`src/rtl/regfile_wb_arbiter.sv`:
```
// regfile_wb_arbiter
// Shares the single register-file write channel between the in-order pipeline
// writeback and a long-latency unit. Long-unit results are buffered in a small
// FIFO. A pipeline write normally wins over the FIFO head. If the head has been
// denied for MAX_WAIT cycles, a one-cycle stall_req is raised so the head drains.
// A per-register pending scoreboard lets decode see hazards against long ops
// that are still outstanding.
//
// Handshake: lu_valid/lu_ready follow strict valid/ready semantics. A transfer
// happens on a posedge where both are high. lu_ready depends only on FIFO
// occupancy and rst, never on lu_valid or on a same-cycle pop.
//
// Ports:
//   clk, rst                       clock, synchronous active-high reset
//   pipe_wen/waddr/wdata           pipeline writeback request
//   lu_valid/ready/waddr/wdata     long-unit result channel (into the FIFO)
//   lu_issue, lu_issue_addr        long op issued; marks its destination pending
//   chk_addr_1/2, hazard_1/2       decode hazard lookup
//   stall_req                      registered; pipeline must hold writeback
//   rf_write_en/addr/data          register-file write channel (combinational)
module regfile_wb_arbiter #(
    parameter int DEPTH    = 2,
    parameter int MAX_WAIT = 4
) (
    input  logic        clk,
    input  logic        rst,
    input  logic        pipe_wen,
    input  logic [4:0]  pipe_waddr,
    input  logic [31:0] pipe_wdata,
    input  logic        lu_valid,
    output logic        lu_ready,
    input  logic [4:0]  lu_waddr,
    input  logic [31:0] lu_wdata,
    input  logic        lu_issue,
    input  logic [4:0]  lu_issue_addr,
    input  logic [4:0]  chk_addr_1,
    input  logic [4:0]  chk_addr_2,
    output logic        hazard_1,
    output logic        hazard_2,
    output logic        stall_req,
    output logic        rf_write_en,
    output logic [4:0]  rf_write_addr,
    output logic [31:0] rf_write_data
);

    localparam int AW = $clog2(DEPTH);
    localparam int WW = (MAX_WAIT > 1) ? $clog2(MAX_WAIT) : 1;
    localparam logic [WW-1:0] WAIT_LAST = WW'(MAX_WAIT - 1);
    localparam logic [AW:0]   CNT_FULL  = (AW+1)'(DEPTH);

    logic [4:0]    r_fifo_addr [DEPTH];
    logic [31:0]   r_fifo_data [DEPTH];
    logic [AW-1:0] r_wptr;
    logic [AW-1:0] r_rptr;
    logic [AW:0]   r_count;
    logic [WW-1:0] r_wait_cnt;
    logic          r_stall;
    logic [31:0]   r_pending;

    logic          w_empty;
    logic          w_full;
    logic          w_pipe_req;
    logic          w_push;
    logic          w_pop;
    logic [4:0]    w_head_addr;
    logic [31:0]   w_head_data;
    logic [AW:0]   w_count_next;
    logic          w_stall_next;
    logic [31:0]   w_pending_next;

    assign w_empty     = (r_count == '0);
    assign w_full      = (r_count == CNT_FULL);
    assign w_head_addr = r_fifo_addr[r_rptr];
    assign w_head_data = r_fifo_data[r_rptr];

    // Destination r0 is architecturally constant, so such requests are dropped.
    assign w_pipe_req = pipe_wen && (pipe_waddr != 5'd0);

    // Address-0 results still complete the handshake but never enter the FIFO,
    // so every FIFO entry has a non-zero destination.
    assign lu_ready = !rst && !w_full;
    assign w_push   = lu_valid && lu_ready && (lu_waddr != 5'd0);

    // Head wins when a stall is in force, or when the pipeline has nothing to write.
    assign w_pop = !w_empty && (r_stall || !w_pipe_req);

    assign w_count_next = r_count + (AW+1)'(w_push) - (AW+1)'(w_pop);

    // Stall only for a head that was present and denied this cycle; a push into
    // an empty FIFO does not count as a denial.
    assign w_stall_next = !w_empty && !w_pop && (w_count_next != '0) &&
                          (r_wait_cnt == WAIT_LAST);

    always_comb begin
        rf_write_en   = 1'b0;
        rf_write_addr = 5'd0;
        rf_write_data = 32'd0;
        if (!rst) begin
            if (w_pop) begin
                rf_write_en   = 1'b1;
                rf_write_addr = w_head_addr;
                rf_write_data = w_head_data;
            end else if (w_pipe_req) begin
                rf_write_en   = 1'b1;
                rf_write_addr = pipe_waddr;
                rf_write_data = pipe_wdata;
            end
        end
    end

    // Clear on head write first, then set, so a same-cycle set on the same
    // register survives.
    always_comb begin
        w_pending_next = r_pending;
        if (w_pop) begin
            w_pending_next[w_head_addr] = 1'b0;
        end
        if (lu_issue && (lu_issue_addr != 5'd0)) begin
            w_pending_next[lu_issue_addr] = 1'b1;
        end
    end

    // The register file forwards same-cycle write data, so a register being
    // written by the head this cycle is already hazard-free.
    assign hazard_1 = !rst && (chk_addr_1 != 5'd0) && r_pending[chk_addr_1] &&
                      !(w_pop && (w_head_addr == chk_addr_1));
    assign hazard_2 = !rst && (chk_addr_2 != 5'd0) && r_pending[chk_addr_2] &&
                      !(w_pop && (w_head_addr == chk_addr_2));

    assign stall_req = r_stall;

    always_ff @(posedge clk) begin
        if (rst) begin
            r_wptr     <= '0;
            r_rptr     <= '0;
            r_count    <= '0;
            r_wait_cnt <= '0;
            r_stall    <= 1'b0;
            r_pending  <= '0;
        end else begin
            if (w_push) begin
                r_fifo_addr[r_wptr] <= lu_waddr;
                r_fifo_data[r_wptr] <= lu_wdata;
                r_wptr              <= r_wptr + 1'b1;
            end
            if (w_pop) begin
                r_rptr <= r_rptr + 1'b1;
            end
            r_count <= w_count_next;

            if (w_empty || w_pop) begin
                r_wait_cnt <= '0;
            end else if (r_wait_cnt != WAIT_LAST) begin
                r_wait_cnt <= r_wait_cnt + 1'b1;
            end

            r_stall   <= w_stall_next;
            r_pending <= w_pending_next;
        end
    end

endmodule
```
`config.mk`:
```
export PLATFORM = sky130hd
export DESIGN_NAME = regfile_wb_arbiter
export DESIGN_NICKNAME = d
export VERILOG_FILES = /design/src/rtl/regfile_wb_arbiter.sv
export SDC_FILE = /design/constraint.sdc
export NUM_CORES = 1
export LEC_CHECK = 0
export ABC_AREA = 1
export BUFFER_PORTS_ARGS = -buffer_cell sky130_fd_sc_hd__buf_2
export CAP_MARGIN = 10
export CORE_ASPECT_RATIO = 1.2
export CORE_MARGIN = 5
export CORE_UTILIZATION = 55
export CTS_CLUSTER_SIZE = 28
export DETAILED_ROUTE_END_ITERATION = 10
export PLACE_DENSITY = 0.8
export SLEW_MARGIN = 30
export SYNTH_ARGS = -nofsm -noshare
export SYNTH_HDL_FRONTEND = slang
export SYNTH_SLANG_ARGS = --single-unit
export TNS_END_PERCENT = 30
```
`constraint.sdc`:
```
create_clock -name clk -period 4.1 [get_ports clk]
set_clock_uncertainty 0.15 [all_clocks]
set_input_delay 0 -clock clk [delete_from_list [all_inputs] [get_ports clk]]
set_output_delay 0 -clock clk [all_outputs]
set_load 0.01 [all_outputs]
```
==> After elaboration in Yosys (flattened, before gate mapping) <==
Memories as Yosys holds them, arrays and structs flattened. A register that Yosys moved wholly into a read port is not among the register bits.
Index checks and enable logic that the tools add are counted.
{ "totals": {"latchBits": 0, "output_inout_bits": 42, "memories": 2, "wordCells": 89, "mem_bits_rw": 74, "in_bits": 94, "regBits": 39, "romBits": 0} }
{ "mem_list": {"columns": ["memory", "depth", "width", "rd", "rd_ports_with_merged_regs", "write_ports", "line", "text"], "rows": [
  ["r_fifo_data", 2, 32, 1, 1, 1, "52", "logic [31:0] r_fifo_data [DEPTH];"],
  ["r_fifo_addr", 2, 5, 1, 1, 1, "51", "logic [4:0] r_fifo_addr [DEPTH];"]
]} }
{ "op_classes": {"shift": 0, "n_eq_ne": 5, "div": 0, "order_cmp": 6, "add_sub_neg": 5, "n_mux": 26, "mul": 0, "reduce_logical": 36, "bitwise": 3} }
{ "op_table": {"columns": ["op", "count"], "rows": [
  ["2-to-1 mux 32 bit", 5],
  ["bitwise AND 32 bit", 1],
  ["inverter 32 bit", 1],
  ["OR 32 bit", 1],
  ["nonzero test 5 bit", 5],
  ["< comparator 5 x 6 -> 1 bit (second input constant)", 4],
  ["logical AND 1 bit", 19],
  ["2-to-1 mux 5 bit", 3],
  ["2-to-1 mux 1 bit", 14],
  ["binary-select mux 1 bit (select 5 bit)", 2],
  ["demux 1 bit (select 5 bit)", 2],
  ["== test 5 bit", 2],
  [">= comparator 5 x 1 -> 1 bit (second input constant)", 2],
  ["zero test 1 bit", 7],
  ["== test 2 bit (second input constant)", 2],
  ["adder 1 bit (second input constant)", 2],
  ["adder 2 x 1 -> 2 bit", 1],
  ["adder 2 x 1 -> 2 bit (second input constant)", 1],
  ["zero test 2 bit", 1],
  ["logical OR 1 bit", 2],
  ["!= test 2 bit (second input constant)", 1],
  ["nonzero test 2 bit", 1],
  ["OR reduction 2 bit", 1],
  ["subtractor 2 x 1 -> 2 bit", 1]
]} }

==> Longest topological paths before layout <==
Gate-level depths: netlist (run 1).
{ "logic_depth": {"ltp_word": 10, "mapped_depth": 13, "depth_no_buf": 12} }

==> Least setup slack after synthesis (run 1) <==
No wires, ideal clock.
{ "synth_path": {"path_type": "reg-to-reg", "start": "register r_count[1]", "end": "memory r_fifo_addr[0][0] (enable)", "setup_slack_ns": 1.239, "setup_ns": 0.431, "arrival_time_ns": 2.279, "path_buffers": 0, "t_required_ns": 3.519, "stages_incl_launch_ff": 6, "period_less_slack_ns": 2.861, "path_cell_list": "dfxtp_1 -> inv_1 -> o21ai_0 -> inv_1 -> nand3_1 -> nor2_1"} }
{ "synth_via": {"elab_chain_cells": 8} }
{ "synth_lines": {"columns": ["element", "line", "text"], "rows": [
  ["start: declaration", "55", "logic [AW:0] r_count;"],
  ["start signal: assignment", "149", "r_count <= w_count_next;"],
  ["== test 2 bit", "72", "assign w_full = (r_count == CNT_FULL);"],
  ["zero test 1 bit", "81", "assign lu_ready = !rst && !w_full;"],
  ["logical AND 1 bit", "81", null],
  ["named net lu_ready", "31", "output logic lu_ready,"],
  ["logical AND 1 bit (2 in a row)", "82", "assign w_push = lu_valid && lu_ready && (lu_waddr != 5'd0);"],
  ["2-to-1 mux 1 bit", "141", "if (w_push) begin"],
  ["2-to-1 mux 1 bit", "133", "if (rst) begin"],
  ["2-to-1 mux 1 bit (implied by the code)", "142", "r_fifo_addr[r_wptr] <= lu_waddr;"],
  ["end: declaration", "51", null]
]} }
The timed path passes the listed nets, and every way through them passes these cells.

==> metrics.txt, run 1 <==
# IOs 136; Die Area 13600 µm²; RSZ-0062 raised after global routing false; first-pass GRT wire length 28.5 mm; Post-Synthesis Cells between 700 and 800; Layout Nets 1046; worst-skew pair later-pin latency 0.41 ns; Initial Utilization a little under three fifths; Worst Tran Pin Value 0.853 ns; H-tree depth 4; CTS Buffer Depth 2; P&R area growth vs syn 29.3%; number of diodes 0; Netlist cell types 34; HPWL Detailed 11.9 mm; fin crit share 69.7%; Synth Net Count between 800 and 900; Synth warnings 0; Port Buf Inserts 135; most common cell after layout, fill and taps aside nand2_1; # clock sinks about 110; status finished, final reports clean; setup_tns 0 ns; via/cell ratio 5.47; flops & latches, synth 114; fmax 350 MHz; final count of pins violating max slew 0; total CTS buffers 17; Initial DRT Pass Iterations 6; peak fanout along the critical path 39; Global Route Usage Sum 26.5%; placed insts 1035; vias in the first global route 5908; Setup violations, final 0; ratio of cells with drive above 1 in the final layout between 20% and 30%; WP data required around 4 ns; antenna violations before repair 0; gr ovfl total 0; ANT nets after route 0; # DRC 0; post_cts resized 0; Hold Fails Final Rpt 0; DIE HEIGHT between 100 and 150 µm; CTS tree yes; post-synth design cell area about 6300 µm²; CP endpoint kind output pin; WL per Instance around 16 µm; most frequent cells in the layout 256 x nand2_1, 135 x buf_2, 98 x nand3_1, 84 x a21oi_1, 74 x edfxtp_1; GPL Wtd Cong 0.885; Worst setup SP type flop; Max-Cap Viols 0; Die Width approximately 110 µm; maximum VDD drop about 0.0004 V; P per Cell Area 472 nW/µm²; Leak 3.45 nW; cts hold-fix bufs 49; Layout Cells excl Fill 1116; Tmin final 2.86 ns; CTS root buf clkbuf_16; FF-to-FF setup slack 1.52 ns; critical path class reg2out; Reg clk slew, reported paths 0.06 ns; initial DRC count ~480; total wire length 18.1 mm; Data arrival, critical path 2.71 ns; worst min-delay path category in2reg; register area share after synthesis 48.3%; post-CTS setup buffers 0; Synth Area per Inst 8.03 µm²; relative slew slack approximately 43%; Core Rows 42; largest net degree at the start of global routing 68; Core ar. 11100 µm²; via count approximately 6k
## stage by stage
| stage | worst slack [ns] | hold slack (ns) | power [mW] | utilization [%] | cell area (µm²) |
|---|---|---|---|---|---|
| 3_3_place_gp | 1.61 | 0.0383 | 2.34 | 62.7 | 6950 |
| 2_1_floorplan | 1.24 | -0.0511 | 2.11 | - | 6260 |
| 4_1_cts | 1.21 | 0.0209 | 3.82 | 73.1 | 8100 |
| 5_1_grt | 1.04 | 0.0316 | 3.99 | 73.1 | 8100 |
| 3_5_place_dp | 1.56 | 0.0421 | 2.38 | 63.5 | 7040 |
| 6_report | 1.24 | 0.0164 | 3.83 | 73.1 | 8100 |
## registers in the layout, summed over array words and instances (netlist names), named ones only
register,cells
stall_req,1
r_fifo_data,64
r_wait_cnt,2
r_count,2
r_wptr,1
r_pending,32
r_rptr,1
r_fifo_addr,10
## logic make-up (layout without fill, tap and decap cells)
group                    count (synthesis)  in the layout  synth area share [%]
adder cells (fa/ha/maj)                  3              3                 0.599
AND/OR/NAND/NOR                        420            420                  31.8
flip-flops                             114            114                  48.3
AO/OA/AOI/OAI                          126            126                  10.4
XOR/XNOR                                 9              9                  1.26
buffers and inverters                  108            290                  7.73
## where the power goes
group          total, mW  switching, mW  internal, mW  leakage [nW]
Sequential          1.33         0.0287          1.30          1.00
Clock               1.41          0.559         0.850         0.277
Combinational       1.09          0.744         0.345          2.17
Total               3.83           1.33          2.49          3.45
## layer usage
| layer | up-vias | part of all wire [%] | track usage (%) | wire length [µm] |
|---|---|---|---|---|
| met5 | - | 0 | 0 | 0 |
| met4 | 0 | 3.9 | 12.6 | 715 |
| met3 | 61 | 8.2 | 6.25 | 1490 |
| met2 | 312 | 51 | 45.9 | 9290 |
| met1 | 2796 | 37 | 30.8 | 6610 |
| li1 | 2938 | - | - | - |
## synthesized netlist by cell type
library cell | n | area share [%]
a211oi_1 | 1 | 0.12
a21oi_1 | 84 | 6.7
buf_1 | 2 | 0.12
buf_2 | 23 | 1.8
buf_4 | 1 | 0.12
buf_6 | 3 | 0.54
buf_8 | 1 | 0.24
clkbuf_1 | 12 | 0.72
clkinv_1 | 1 | 0.060
dfxtp_1 | 40 | 13
edfxtp_1 | 74 | 35
ha_1 | 3 | 0.60
inv_1 | 58 | 3.5
inv_2 | 5 | 0.30
inv_6 | 1 | 0.14
inv_8 | 1 | 0.18
nand2_1 | 256 | 15
nand2_2 | 4 | 0.40
nand2_4 | 7 | 1.3
nand2_8 | 4 | 1.3
nand3_1 | 98 | 7.8
nand3_4 | 1 | 0.28
nand3b_1 | 1 | 0.12
nand4_1 | 5 | 0.50
nor2_1 | 26 | 1.6
nor2_4 | 5 | 0.90
nor3_1 | 5 | 0.40
nor3_4 | 7 | 1.8
o211ai_1 | 7 | 0.84
o21ai_0 | 21 | 1.7
o21ai_1 | 13 | 1.0
or2_1 | 1 | 0.10
xnor2_1 | 1 | 0.14
xor2_1 | 8 | 1.1
## critical path: stages, from the launching register on
cell	delay, ns
dfxtp_1	0.30
buf_4	0.28
inv_2	0.68
nand2_2	0.16
nand2_4	0.19
xor2_1	0.24
nor2_1	0.06
nand3_1	0.08
nand3_1	0.08
nor2_1	0.09
buf_2	0.13
## final timing paths
kind                        end  cells past startpoint     startpoint
hold reg to reg   r_pending[23]                      2  r_pending[23]
hold / removal           r_wptr                      3       lu_valid
setup / recovery       hazard_1                     10           flop
setup reg to reg  r_pending[21]                      9           flop
## area by class of cell
type	count	area, µm²
fillers	774	2990
clock inverters	14	143
inverters	66	260
repair buffers	192	1280
well taps	154	193
flip-flops and latches	114	3020
multi-input cells	558	2770
clock buffers	18	429
(Power assumes the default switching activity.)
==> inputs of run 2 (changes only) <==
Clock period 4.1 ns to 2.7 ns, I/O delays scaled along.
==> metrics.txt, run 2 (synthesis gave the netlist of run 1 again) <==
Tmin final 2.47 ns; Setup violations, final 0; Layout Nets 1047; Worst setup SP type flop; Leak 3.42 nW; Largest register FFs 64; status finished, final reports clean; Final Instance Area 8070 µm²; Data arrival, critical path around 2.3 ns; register bank with the most flops r_fifo_data; relative slew slack between 40% and 50%; fmax a little over 400 MHz; HPWL Detailed 11.5 mm; Die Area between 10000 and 15000 µm²; Die Width 107 µm; critical path, cell by cell or2_1 > nand2_2 > inv_2 > buf_4 > o21ai_0 > a21oi_1 > buf_2; critical path class reg2out; ratio of cells with drive above 1 in the final layout 21.9%; # clock sinks about 110; most frequent cells in the layout 256 x nand2_1, 135 x buf_2, 98 x nand3_1, 84 x a21oi_1, 74 x edfxtp_1; worst-skew pair later-pin latency about 0.4 ns; max incr delay on CP 0.51 ns; antenna violations before repair 0; total wire length 18.8 mm; Max-Cap Viols 0; Core ar. 11100 µm²; hold_ws about 0.16 ns; DIE HEIGHT 127 µm; Global Route Usage Sum 27.7%; Initial Utilization 56.5%; P&R area growth vs syn 28.8%; CP endpoint kind output pin; P per Cell Area 723 nW/µm²; power consumption 5.84 mW; CTS root buf clkbuf_16; biggest regs r_fifo_data (64), r_pending (32), r_fifo_addr (10); hold path endpoint r_fifo_data[1][30]; Worst Hold Launch lu_wdata[30]; Initial DRT Pass Iterations 5; ANT nets after route 0; GPL Wtd Cong around 0.93; post-CTS setup buffers 0; WP data required 2.55 ns; worst min-delay path category in2reg; largest net degree at the start of global routing 68; # IOs 136; worst hold path depth 2; via count 6167; total CTS buffers 17; number of diodes 0; FF-to-FF Start r_count[1]; vias in the first global route just over 6k; gr ovfl total 0; initial DRC count around 400; Port Buf Inserts 135; Reg2Reg Capture Point stall_req; Reg clk slew, reported paths 0.06 ns; Hold Fails Final Rpt 0; R2R depth 11; cts hold-fix bufs 50; H-tree depth 4; fin crit share 91.4%; post_cts resized 0; Worst Tran Pin Value 0.800 ns; maximum VDD drop 0.000446 V; # DRC 0; final count of pins violating max slew 0; CTS tree yes; via/cell ratio ~5.5; FF-to-FF setup slack 0.47 ns; most common cell after layout, fill and taps aside nand2_1; CTS Buffer Depth 2; WL per Instance 16.8 µm; Crit-path slowest cell buf_4; Core Rows 42; peak fanout along the critical path 59; DP Area between 6000 and 7000 µm²; RSZ-0062 raised after global routing false; first-pass GRT wire length 29.5 mm
-- run 2: cell count changes in the layout (fill, tap and decap cells not counted), sizes merged --
cell,change
clkbuf,-1
clkinv,-2
dlygate4sd3,+1
clkinvlp,+3
-- run 2: where the power goes --
part | total [mW] | switching [mW] | internal (mW)
clock network | 2.16 | 0.875 | 1.29
logic | 1.63 | 1.12 | 0.514
registers | 2.04 | 0.0628 | 1.97
total | 5.84 | 2.06 | 3.78
-- run 2: worst max path at each step --
stage / to / slack (ns) / cells after the start / start
after floorplan: r_fifo_addr[0][0] / -0.16 / 5 / r_count[1]
after global placement: stall_req / 0.53 / 12 / rst
after detailed placement: stall_req / 0.45 / 12 / rst
after CTS: rf_write_addr[2] / 0.30 / 7 / r_count[0]
after global routing: stall_req / 0.11 / 13 / rst
final: rf_write_addr[2] / 0.23 / 7 / r_count[0]
-- run 2: worst max-delay path: cells and delay by family, from the launching register on --
family          cells  cell delay, ns
flops               1            0.35
buf+inv             3            0.76
compound gates      2            0.53
simple gates        2            0.25
-- run 2: stage by stage --
step                TNS, ns  setup WS, ns  instances  util, %
floorplan            -11.89        -0.161        780        -
global placement          0         0.528       1035     63.1
detailed placement        0         0.450       1035     63.1
CTS                       0         0.297       1117     72.8
global route              0         0.105       1117     72.8
finish                    0         0.232       1117     72.8
-- run 2: layer usage --
metal	track usage, %	part of all wire [%]
met5	0	0
met4	11.8	3.0
met3	4.88	7.5
met2	50.1	53
met1	32.0	37
-- run 2: area by class of cell --
| class | instances | area (µm²) |
|---|---|---|
| Clock buffer | 17 | 425 |
| Clock inverter | 15 | 148 |
| Fill cell | 797 | 3020 |
| Inverter | 66 | 260 |
| Multi-Input combinational cell | 558 | 2770 |
| Sequential cell | 114 | 3020 |
| Tap cell | 154 | 193 |
| Timing Repair Buffer | 193 | 1250 |
